[src/rtl/mem_access_unit_if.sv]
// Bundle of core request/response and memory-side signals for mem_access_unit.
// slave  : the load/store unit (takes requests, drives memory strobes)
// master : the core plus memory model (issues requests, returns mem_rdata)
// Signals:
//   req_valid/req_ready/req_we/req_funct3/req_addr/req_wdata : core request handshake
//   rsp_valid/rsp_err/rsp_rdata                               : completion pulse and data
//   mem_addr/mem_wdata/mem_rd_strobe/mem_wr_strobe/mem_rdata  : word-wide memory port
interface mem_access_unit_if;
  logic        req_valid;
  logic        req_ready;
  logic        req_we;
  logic [2:0]  req_funct3;
  logic [31:0] req_addr;
  logic [31:0] req_wdata;
  logic        rsp_valid;
  logic        rsp_err;
  logic [31:0] rsp_rdata;
  logic [31:0] mem_addr;
  logic [31:0] mem_wdata;
  logic        mem_rd_strobe;
  logic [3:0]  mem_wr_strobe;
  logic [31:0] mem_rdata;

  modport slave (
    input  req_valid, req_we, req_funct3, req_addr, req_wdata, mem_rdata,
    output req_ready, rsp_valid, rsp_err, rsp_rdata,
    output mem_addr, mem_wdata, mem_rd_strobe, mem_wr_strobe
  );

  modport master (
    output req_valid, req_we, req_funct3, req_addr, req_wdata, mem_rdata,
    input  req_ready, rsp_valid, rsp_err, rsp_rdata,
    input  mem_addr, mem_wdata, mem_rd_strobe, mem_wr_strobe
  );
endinterface

[src/rtl/mem_access_unit.sv]
// Load/store unit between the execute stage and a word-wide, registered-read memory.
// Accepts one byte/halfword/word request at a time, drives word address, lane-replicated
// write data and byte strobes, then returns sign/zero-extended load data.
// Misaligned, out-of-range or illegal-funct3 requests are answered with rsp_err in one
// cycle and never touch memory.
// Ports:
//   clk : rising-edge clock
//   rst : asynchronous active-low reset
//   bus : mem_access_unit_if.slave (request, response and memory signals)
module mem_access_unit #(
  parameter int unsigned MEM_BYTES = 4096
) (
  input logic               clk,
  input logic               rst,
  mem_access_unit_if.slave  bus
);

  typedef enum logic [1:0] {StIdle, StAccess, StLdWait} state_e;

  state_e      state_q, state_d;
  logic        we_q, we_d;
  logic [2:0]  funct3_q, funct3_d;
  logic [1:0]  off_q, off_d;
  logic [31:0] mem_addr_q, mem_addr_d;
  logic [31:0] mem_wdata_q, mem_wdata_d;
  logic        rd_q, rd_d;
  logic [3:0]  wr_q, wr_d;
  logic        rsp_valid_q, rsp_valid_d;
  logic        rsp_err_q, rsp_err_d;
  logic [31:0] rsp_rdata_q, rsp_rdata_d;

  logic        legal_f3, misaligned, out_of_range, illegal;
  logic [3:0]  lane_mask;
  logic [31:0] lane_wdata;
  logic [7:0]  ld_byte;
  logic [15:0] ld_half;
  logic [31:0] ld_data;

  // Request legality
  always_comb begin
    if (bus.req_we) legal_f3 = (bus.req_funct3 <= 3'd2);
    else            legal_f3 = (bus.req_funct3 != 3'd3) && (bus.req_funct3 < 3'd6);
    misaligned   = ((bus.req_funct3[1:0] == 2'b01) && bus.req_addr[0]) ||
                   ((bus.req_funct3[1:0] == 2'b10) && (bus.req_addr[1:0] != 2'b00));
    out_of_range = (bus.req_addr >= MEM_BYTES);
    illegal      = !legal_f3 || misaligned || out_of_range;
  end

  // Store lane replication and byte strobes
  always_comb begin
    case (bus.req_funct3[1:0])
      2'b00: begin
        lane_wdata = {4{bus.req_wdata[7:0]}};
        lane_mask  = 4'b0001 << bus.req_addr[1:0];
      end
      2'b01: begin
        lane_wdata = {2{bus.req_wdata[15:0]}};
        lane_mask  = bus.req_addr[1] ? 4'b1100 : 4'b0011;
      end
      default: begin
        lane_wdata = bus.req_wdata;
        lane_mask  = 4'b1111;
      end
    endcase
  end

  // Load lane extraction using the offset latched at accept
  always_comb begin
    case (off_q)
      2'd0:    ld_byte = bus.mem_rdata[7:0];
      2'd1:    ld_byte = bus.mem_rdata[15:8];
      2'd2:    ld_byte = bus.mem_rdata[23:16];
      default: ld_byte = bus.mem_rdata[31:24];
    endcase
    ld_half = off_q[1] ? bus.mem_rdata[31:16] : bus.mem_rdata[15:0];
    case (funct3_q)
      3'd0:    ld_data = {{24{ld_byte[7]}}, ld_byte};
      3'd4:    ld_data = {24'd0, ld_byte};
      3'd1:    ld_data = {{16{ld_half[15]}}, ld_half};
      3'd5:    ld_data = {16'd0, ld_half};
      default: ld_data = bus.mem_rdata;
    endcase
  end

  always_comb begin
    state_d     = state_q;
    we_d        = we_q;
    funct3_d    = funct3_q;
    off_d       = off_q;
    mem_addr_d  = mem_addr_q;
    mem_wdata_d = mem_wdata_q;
    rd_d        = 1'b0;
    wr_d        = 4'b0000;
    rsp_valid_d = 1'b0;
    rsp_err_d   = rsp_err_q;
    rsp_rdata_d = rsp_rdata_q;
    case (state_q)
      StIdle: begin
        if (bus.req_valid) begin
          if (illegal) begin
            rsp_valid_d = 1'b1;
            rsp_err_d   = 1'b1;
            rsp_rdata_d = 32'd0;
          end else begin
            we_d        = bus.req_we;
            funct3_d    = bus.req_funct3;
            off_d       = bus.req_addr[1:0];
            mem_addr_d  = {bus.req_addr[31:2], 2'b00};
            mem_wdata_d = lane_wdata;
            if (bus.req_we) wr_d = lane_mask;
            else            rd_d = 1'b1;
            state_d = StAccess;
          end
        end
      end
      StAccess: begin
        if (we_q) begin
          rsp_valid_d = 1'b1;
          rsp_err_d   = 1'b0;
          rsp_rdata_d = 32'd0;
          state_d     = StIdle;
        end else begin
          state_d = StLdWait;
        end
      end
      StLdWait: begin
        rsp_valid_d = 1'b1;
        rsp_err_d   = 1'b0;
        rsp_rdata_d = ld_data;
        state_d     = StIdle;
      end
      default: state_d = StIdle;
    endcase
  end

  always_ff @(posedge clk or negedge rst) begin
    if (!rst) begin
      state_q     <= StIdle;
      we_q        <= 1'b0;
      funct3_q    <= 3'd0;
      off_q       <= 2'd0;
      mem_addr_q  <= 32'd0;
      mem_wdata_q <= 32'd0;
      rd_q        <= 1'b0;
      wr_q        <= 4'b0000;
      rsp_valid_q <= 1'b0;
      rsp_err_q   <= 1'b0;
      rsp_rdata_q <= 32'd0;
    end else begin
      state_q     <= state_d;
      we_q        <= we_d;
      funct3_q    <= funct3_d;
      off_q       <= off_d;
      mem_addr_q  <= mem_addr_d;
      mem_wdata_q <= mem_wdata_d;
      rd_q        <= rd_d;
      wr_q        <= wr_d;
      rsp_valid_q <= rsp_valid_d;
      rsp_err_q   <= rsp_err_d;
      rsp_rdata_q <= rsp_rdata_d;
    end
  end

  assign bus.req_ready     = (state_q == StIdle);
  assign bus.rsp_valid     = rsp_valid_q;
  assign bus.rsp_err       = rsp_err_q;
  assign bus.rsp_rdata     = rsp_rdata_q;
  assign bus.mem_addr      = mem_addr_q;
  assign bus.mem_wdata     = mem_wdata_q;
  assign bus.mem_rd_strobe = rd_q;
  assign bus.mem_wr_strobe = wr_q;

endmodule

[src/flat_wrapper.sv]
// flat-port wrapper written by rule: the top's interface ports become plain ports
module mem_access_unit_flat 
#(
  parameter int unsigned MEM_BYTES = 4096
)
  (clk, rst, bus_req_valid, bus_req_we, bus_req_funct3, bus_req_addr, bus_req_wdata, bus_mem_rdata, bus_req_ready, bus_rsp_valid, bus_rsp_err, bus_rsp_rdata, bus_mem_addr, bus_mem_wdata, bus_mem_rd_strobe, bus_mem_wr_strobe);
  mem_access_unit_if bus_i ();
  input logic clk;
  input logic rst;
  input wire logic [$bits(bus_i.req_valid)-1:0] bus_req_valid;
  input wire logic [$bits(bus_i.req_we)-1:0] bus_req_we;
  input wire logic [$bits(bus_i.req_funct3)-1:0] bus_req_funct3;
  input wire logic [$bits(bus_i.req_addr)-1:0] bus_req_addr;
  input wire logic [$bits(bus_i.req_wdata)-1:0] bus_req_wdata;
  input wire logic [$bits(bus_i.mem_rdata)-1:0] bus_mem_rdata;
  output wire logic [$bits(bus_i.req_ready)-1:0] bus_req_ready;
  output wire logic [$bits(bus_i.rsp_valid)-1:0] bus_rsp_valid;
  output wire logic [$bits(bus_i.rsp_err)-1:0] bus_rsp_err;
  output wire logic [$bits(bus_i.rsp_rdata)-1:0] bus_rsp_rdata;
  output wire logic [$bits(bus_i.mem_addr)-1:0] bus_mem_addr;
  output wire logic [$bits(bus_i.mem_wdata)-1:0] bus_mem_wdata;
  output wire logic [$bits(bus_i.mem_rd_strobe)-1:0] bus_mem_rd_strobe;
  output wire logic [$bits(bus_i.mem_wr_strobe)-1:0] bus_mem_wr_strobe;
  assign bus_i.req_valid = bus_req_valid;
  assign bus_i.req_we = bus_req_we;
  assign bus_i.req_funct3 = bus_req_funct3;
  assign bus_i.req_addr = bus_req_addr;
  assign bus_i.req_wdata = bus_req_wdata;
  assign bus_i.mem_rdata = bus_mem_rdata;
  assign bus_req_ready = bus_i.req_ready;
  assign bus_rsp_valid = bus_i.rsp_valid;
  assign bus_rsp_err = bus_i.rsp_err;
  assign bus_rsp_rdata = bus_i.rsp_rdata;
  assign bus_mem_addr = bus_i.mem_addr;
  assign bus_mem_wdata = bus_i.mem_wdata;
  assign bus_mem_rd_strobe = bus_i.mem_rd_strobe;
  assign bus_mem_wr_strobe = bus_i.mem_wr_strobe;
  mem_access_unit #(.MEM_BYTES(MEM_BYTES)) u_core (.clk(clk), .rst(rst), .bus(bus_i));
endmodule
[config.mk]
export PLATFORM = sky130hd
export DESIGN_NAME = mem_access_unit_flat
export DESIGN_NICKNAME = d
export VERILOG_FILES = /design/src/rtl/mem_access_unit_if.sv /design/src/rtl/mem_access_unit.sv /design/src/flat_wrapper.sv
export SDC_FILE = /design/constraint.sdc
export NUM_CORES = 1
export LEC_CHECK = 0
export CAP_MARGIN = 20
export CORE_MARGIN = 4
export CORE_UTILIZATION = 47
export CTS_CLUSTER_SIZE = 14
export DETAILED_ROUTE_END_ITERATION = 8
export GPL_TIMING_DRIVEN = 0
export PLACE_DENSITY = 0.86
export SLEW_MARGIN = 25
export SYNTH_ARGS = -nofsm -noshare
export SYNTH_HDL_FRONTEND = slang
export SYNTH_SLANG_ARGS = --single-unit
[constraint.sdc]
create_clock -name clk -period 3.8 [get_ports clk]
set_clock_uncertainty 0.2 [all_clocks]
set_input_delay 0.95 -clock clk [delete_from_list [all_inputs] [get_ports clk]]
set_output_delay 0.95 -clock clk [all_outputs]
set_load 0.01 [all_outputs]
==> results_dict.tcl, run 1 <==
set metrics [dict create \
    outcome "complete, no violations" \
    wl_per_cell_um 18.5 \
    final_area_mm2 0.00768 \
    syn_area_mm2 0.00524 \
    placed_area_mm2 0.00748 \
    fp-row-count 38 \
    peakVddDrop_v 0.000203 \
    numCtsBuffers 9 \
    antennaDiodeCount 0 \
    vias_per_cell 5.33 \
    crit_buf_inv 3 \
    die_area_mm2 0.0129 \
    grt_antenna_before_repair 0 \
    areaGrowthSynthToFinish_pct 46.7 \
    endpoint "u_core.bus.mem_wdata[17]$_DFFE_PN0P_" \
    grt_use_total_pct 24.0 \
    first_global_vias 4703 \
    avgSynthCellArea_um2 11.2 \
    critPathArrivalTime_ns 3.30 \
    min_period_over_period_pct 85.5 \
    gp_congestion 0.880 \
    synth_xor_area_share_pct 0 \
    dr.first_iter.drc_count 229 \
    hold-worst-slack_ns 0.259 \
    leakagePower_nw 3.54 \
    synth_warnings 0 \
    rsz0062_at_grt "false" \
    synth-seq-cells 109 \
    synth_top_area_share_pct 52.1 \
    synth_most_common_cell "dfrtp_1" \
    hold_path_class "input pin to async pin" \
    synth-seq-area-share_pct 52.1 \
    synthCells 466 \
    drv_cap 0 \
    synth_ff_type "dfrtp_1" \
    fmax_mhz 308 \
    startpoint "bus_req_addr[18]" \
    synth_mux_area_share_pct 20.0 \
    antenna_left 0 \
    hold_buffers 0 \
    min_period_ns 3.25 \
    num_vias 4411 \
    first_pass_iters 5 \
    cts_tree "yes" \
    clockRootBuffer "clkbuf_8" \
    path_class "input pin to register" \
    cp_slowest_cell "nor4b_4" \
    nets 789 \
    yosys.area.top_type "dfrtp_1" \
    core_area_mm2 0.0109 \
    grt_max_degree 75 \
    crit_path_end_kind "register" \
    cp_top_family "simple AND/OR/NAND/NOR gates" \
    cts_buffer_depth 2 \
    synth_fa_ha_area_share_pct 0.955 \
    dp_hpwl_mm 11.8 \
    initial_utilization_pct 48.1 \
    reg2regPathDepth 7 \
    critical_path_depth 7 \
    critPathLaunchType "input pin" \
    numPortBuffers 203 \
    netSwitchingFraction_pct 24.5 \
    rr_startpoint "u_core.state_q[0]$_DFFE_PN0P_" \
    htree_levels 3 \
    path_cells "clkdlybuf4s50_1 > nor4_1 > nand4_1 > nor4b_4 > buf_4 > buf_2 > a21oi_1" \
    grt_overflow 0 \
    synth_cell_type_count 42 \
    async_flop_share_pct 100 \
    sequentialPowerShare_pct 54.6 \
    cts.clk_slew.worst_paths_ns 0.11 \
    setup_viol 0 \
    synth_compound_area_share_pct 12.3 \
    top_level_ports 207 \
    synth-simple-area-share_pct 9.31 \
    timing_hold_violations_final 0 \
    cp_slowest_stage_delay_ns 0.62 \
    ys_top_cells_by_count "dfrtp_1, mux2i_1, a21oi_1" \
    clock_sinks 109 \
    slew_viol_final 0 \
    p_sw_w 0.000520 \
    cp_max_fo 10 \
    r2r_slack_ns 1.24 \
    fp.dieW_um 114 \
    synth_area_leaders "dfrtp_1, mux2i_1, a21oi_1, mux2_2, mux2_1" \
    p_clk_share_pct 34.6 \
    worstMarginPinSlew_ns 0.906 \
    rr_endpoint "u_core.bus.mem_wdata[17]$_DFFE_PN0P_" \
    postCtsSetupRepairBufs 0 \
    powerDensity_mw_per_mm2 277 \
    synth-edff-count 0 \
    p_int_w 0.00160 \
    synth_top_family_by_area "multiplexers" \
    grt_pass1_wl_mm 24.4 \
    cp.required_ns 3.85 \
    drcViolationCount 0 \
    p_comb_share_pct 10.9 \
    insertion_delay_ns 0.37 \
    relSlewSlack_pct 39.3 \
    die_y_um 114 \
    layout-drive-gt1-share_pct 8.59 \
    cts_resized 0 \
    wl_mm 15.3 \
    finalPower_w 0.00213 \
]
layout by cell type (no fill, tap or decap), types with 2 or more instances in the layout:
cell / instances
a21oi_1: 42
buf_1: 2
buf_2: 6
buf_4: 7
buf_6: 2
clkbuf_1: 16
clkbuf_8: 9
clkdlybuf4s50_1: 202
clkinv_1: 2
clkinv_4: 3
conb_1: 2
dfrtp_1: 109
ha_1: 4
inv_1: 29
inv_6: 2
mux2_1: 16
mux2_2: 18
mux2_4: 5
mux2i_1: 59
nand2_1: 27
nand2b_1: 6
nand4_1: 2
nor2_1: 23
nor2b_1: 24
nor4_1: 5
o211a_1: 7
o21ai_0: 14
o221ai_1: 8
o22ai_1: 8
o311ai_0: 2
o31a_1: 8
stage by stage:
step / TNS (ns) / setup WS (ns) / util (%) / cells
after floorplan: 0 / 0.968 / - / 467
after global placement: -262.47 / -2.42 / 68.4 / 810
after detailed placement: 0 / 0.154 / 68.7 / 811
after CTS: 0 / 0.552 / 70.6 / 827
after global routing: 0 / 0.416 / 70.6 / 827
final: 0 / 0.552 / 70.6 / 827
kinds of logic (layout without fill, tap and decap cells):
kind of cell | after synthesis | in the layout
DFF | 109 | 109
AOI/OAI and AO/OA | 98 | 98
muxes | 98 | 98
and+or+nand+nor | 93 | 93
buffers and inverters | 63 | 283
adders and majority gates | 4 | 4
other | 1 | 2
how the worst min path moves through the flow:
stage | start | endpoint | slack, ns | cells past startpoint
after global placement | u_core.bus.mem_wdata[7]$_DFFE_PN0P_ | u_core.bus.mem_wdata[7]$_DFFE_PN0P_ | 0.27 | 1
after CTS | rst | u_core.bus.rsp_rdata[5]$_DFFE_PN0P_ | 0.26 | 1
final | rst | u_core.bus.rsp_rdata[5]$_DFFE_PN0P_ | 0.26 | 1
after global routing | rst | u_core.bus.rsp_rdata[2]$_DFFE_PN0P_ | 0.27 | 1
after detailed placement | u_core.bus.mem_addr[5]$_DFFE_PN0P_ | u_core.bus.mem_addr[5]$_DFFE_PN0P_ | 0.28 | 1
after floorplan | u_core.we_q$_DFFE_PN0P_ | u_core.we_q$_DFFE_PN0P_ | 0.30 | 1
state kept, by name (all words and copies together) (netlist names):
register and flops:
u_core.bus.mem_rd_strobe 1, u_core.bus.rsp_rdata 32, u_core.bus.rsp_valid 1, u_core.bus.mem_wdata 32
u_core.bus.mem_addr 30, u_core.state_q 2, u_core.off_q 2, u_core.we_q 1
u_core.funct3_q 3, u_core.bus.mem_wr_strobe 4, u_core.bus.rsp_err 1
routing by layer:
metal | part of all wire, % | up-vias | global-route usage, %
met2 | 49 | 183 | 40.5
li1 | - | 2050 | -
met1 | 40 | 2155 | 29.1
met3 | 9.5 | 23 | 8.44
met4 | 1.6 | 0 | 7.05
met5 | 0 | - | 0
power by group through the flow:
stage / sequential (W) / clock [W] / combinational [W]
after floorplan: 0.00118 / 0 / 0.0000651
after global placement: 0.00118 / 0 / 0.000222
after detailed placement: 0.00118 / 0 / 0.000230
after CTS: 0.00116 / 0.000748 / 0.000232
after global routing: 0.00116 / 0.000806 / 0.000249
final: 0.00116 / 0.000735 / 0.000231
worst register-to-register path: cells and delay by family (launching register included):
family                     cells  cell delay (ns)
DFF                            1             0.44
and+or+nand+nor                2             0.70
buffers and inverters          3             0.67
adders and majority gates      1             0.34
AOI/OAI and AO/OA              1             0.11
final cells by class:
cell class | count | area, µm²
repair buffers | 204 | 2060
flip-flops and latches | 109 | 2730
clock inverters | 7 | 81.3
well taps | 140 | 175
fillers | 822 | 3200
clock buffers | 9 | 124
multi-input cells | 295 | 2240
plain buffers | 32 | 161
inverters | 31 | 116
Power figures use the tool's default switching activity.
==> run 2, diff against run 1 <==
- GPL_ROUTABILITY_DRIVEN: not set -> 0
==> results of run 2 <==
No change in the layout: final DEF, timing and power equal those of run 1.
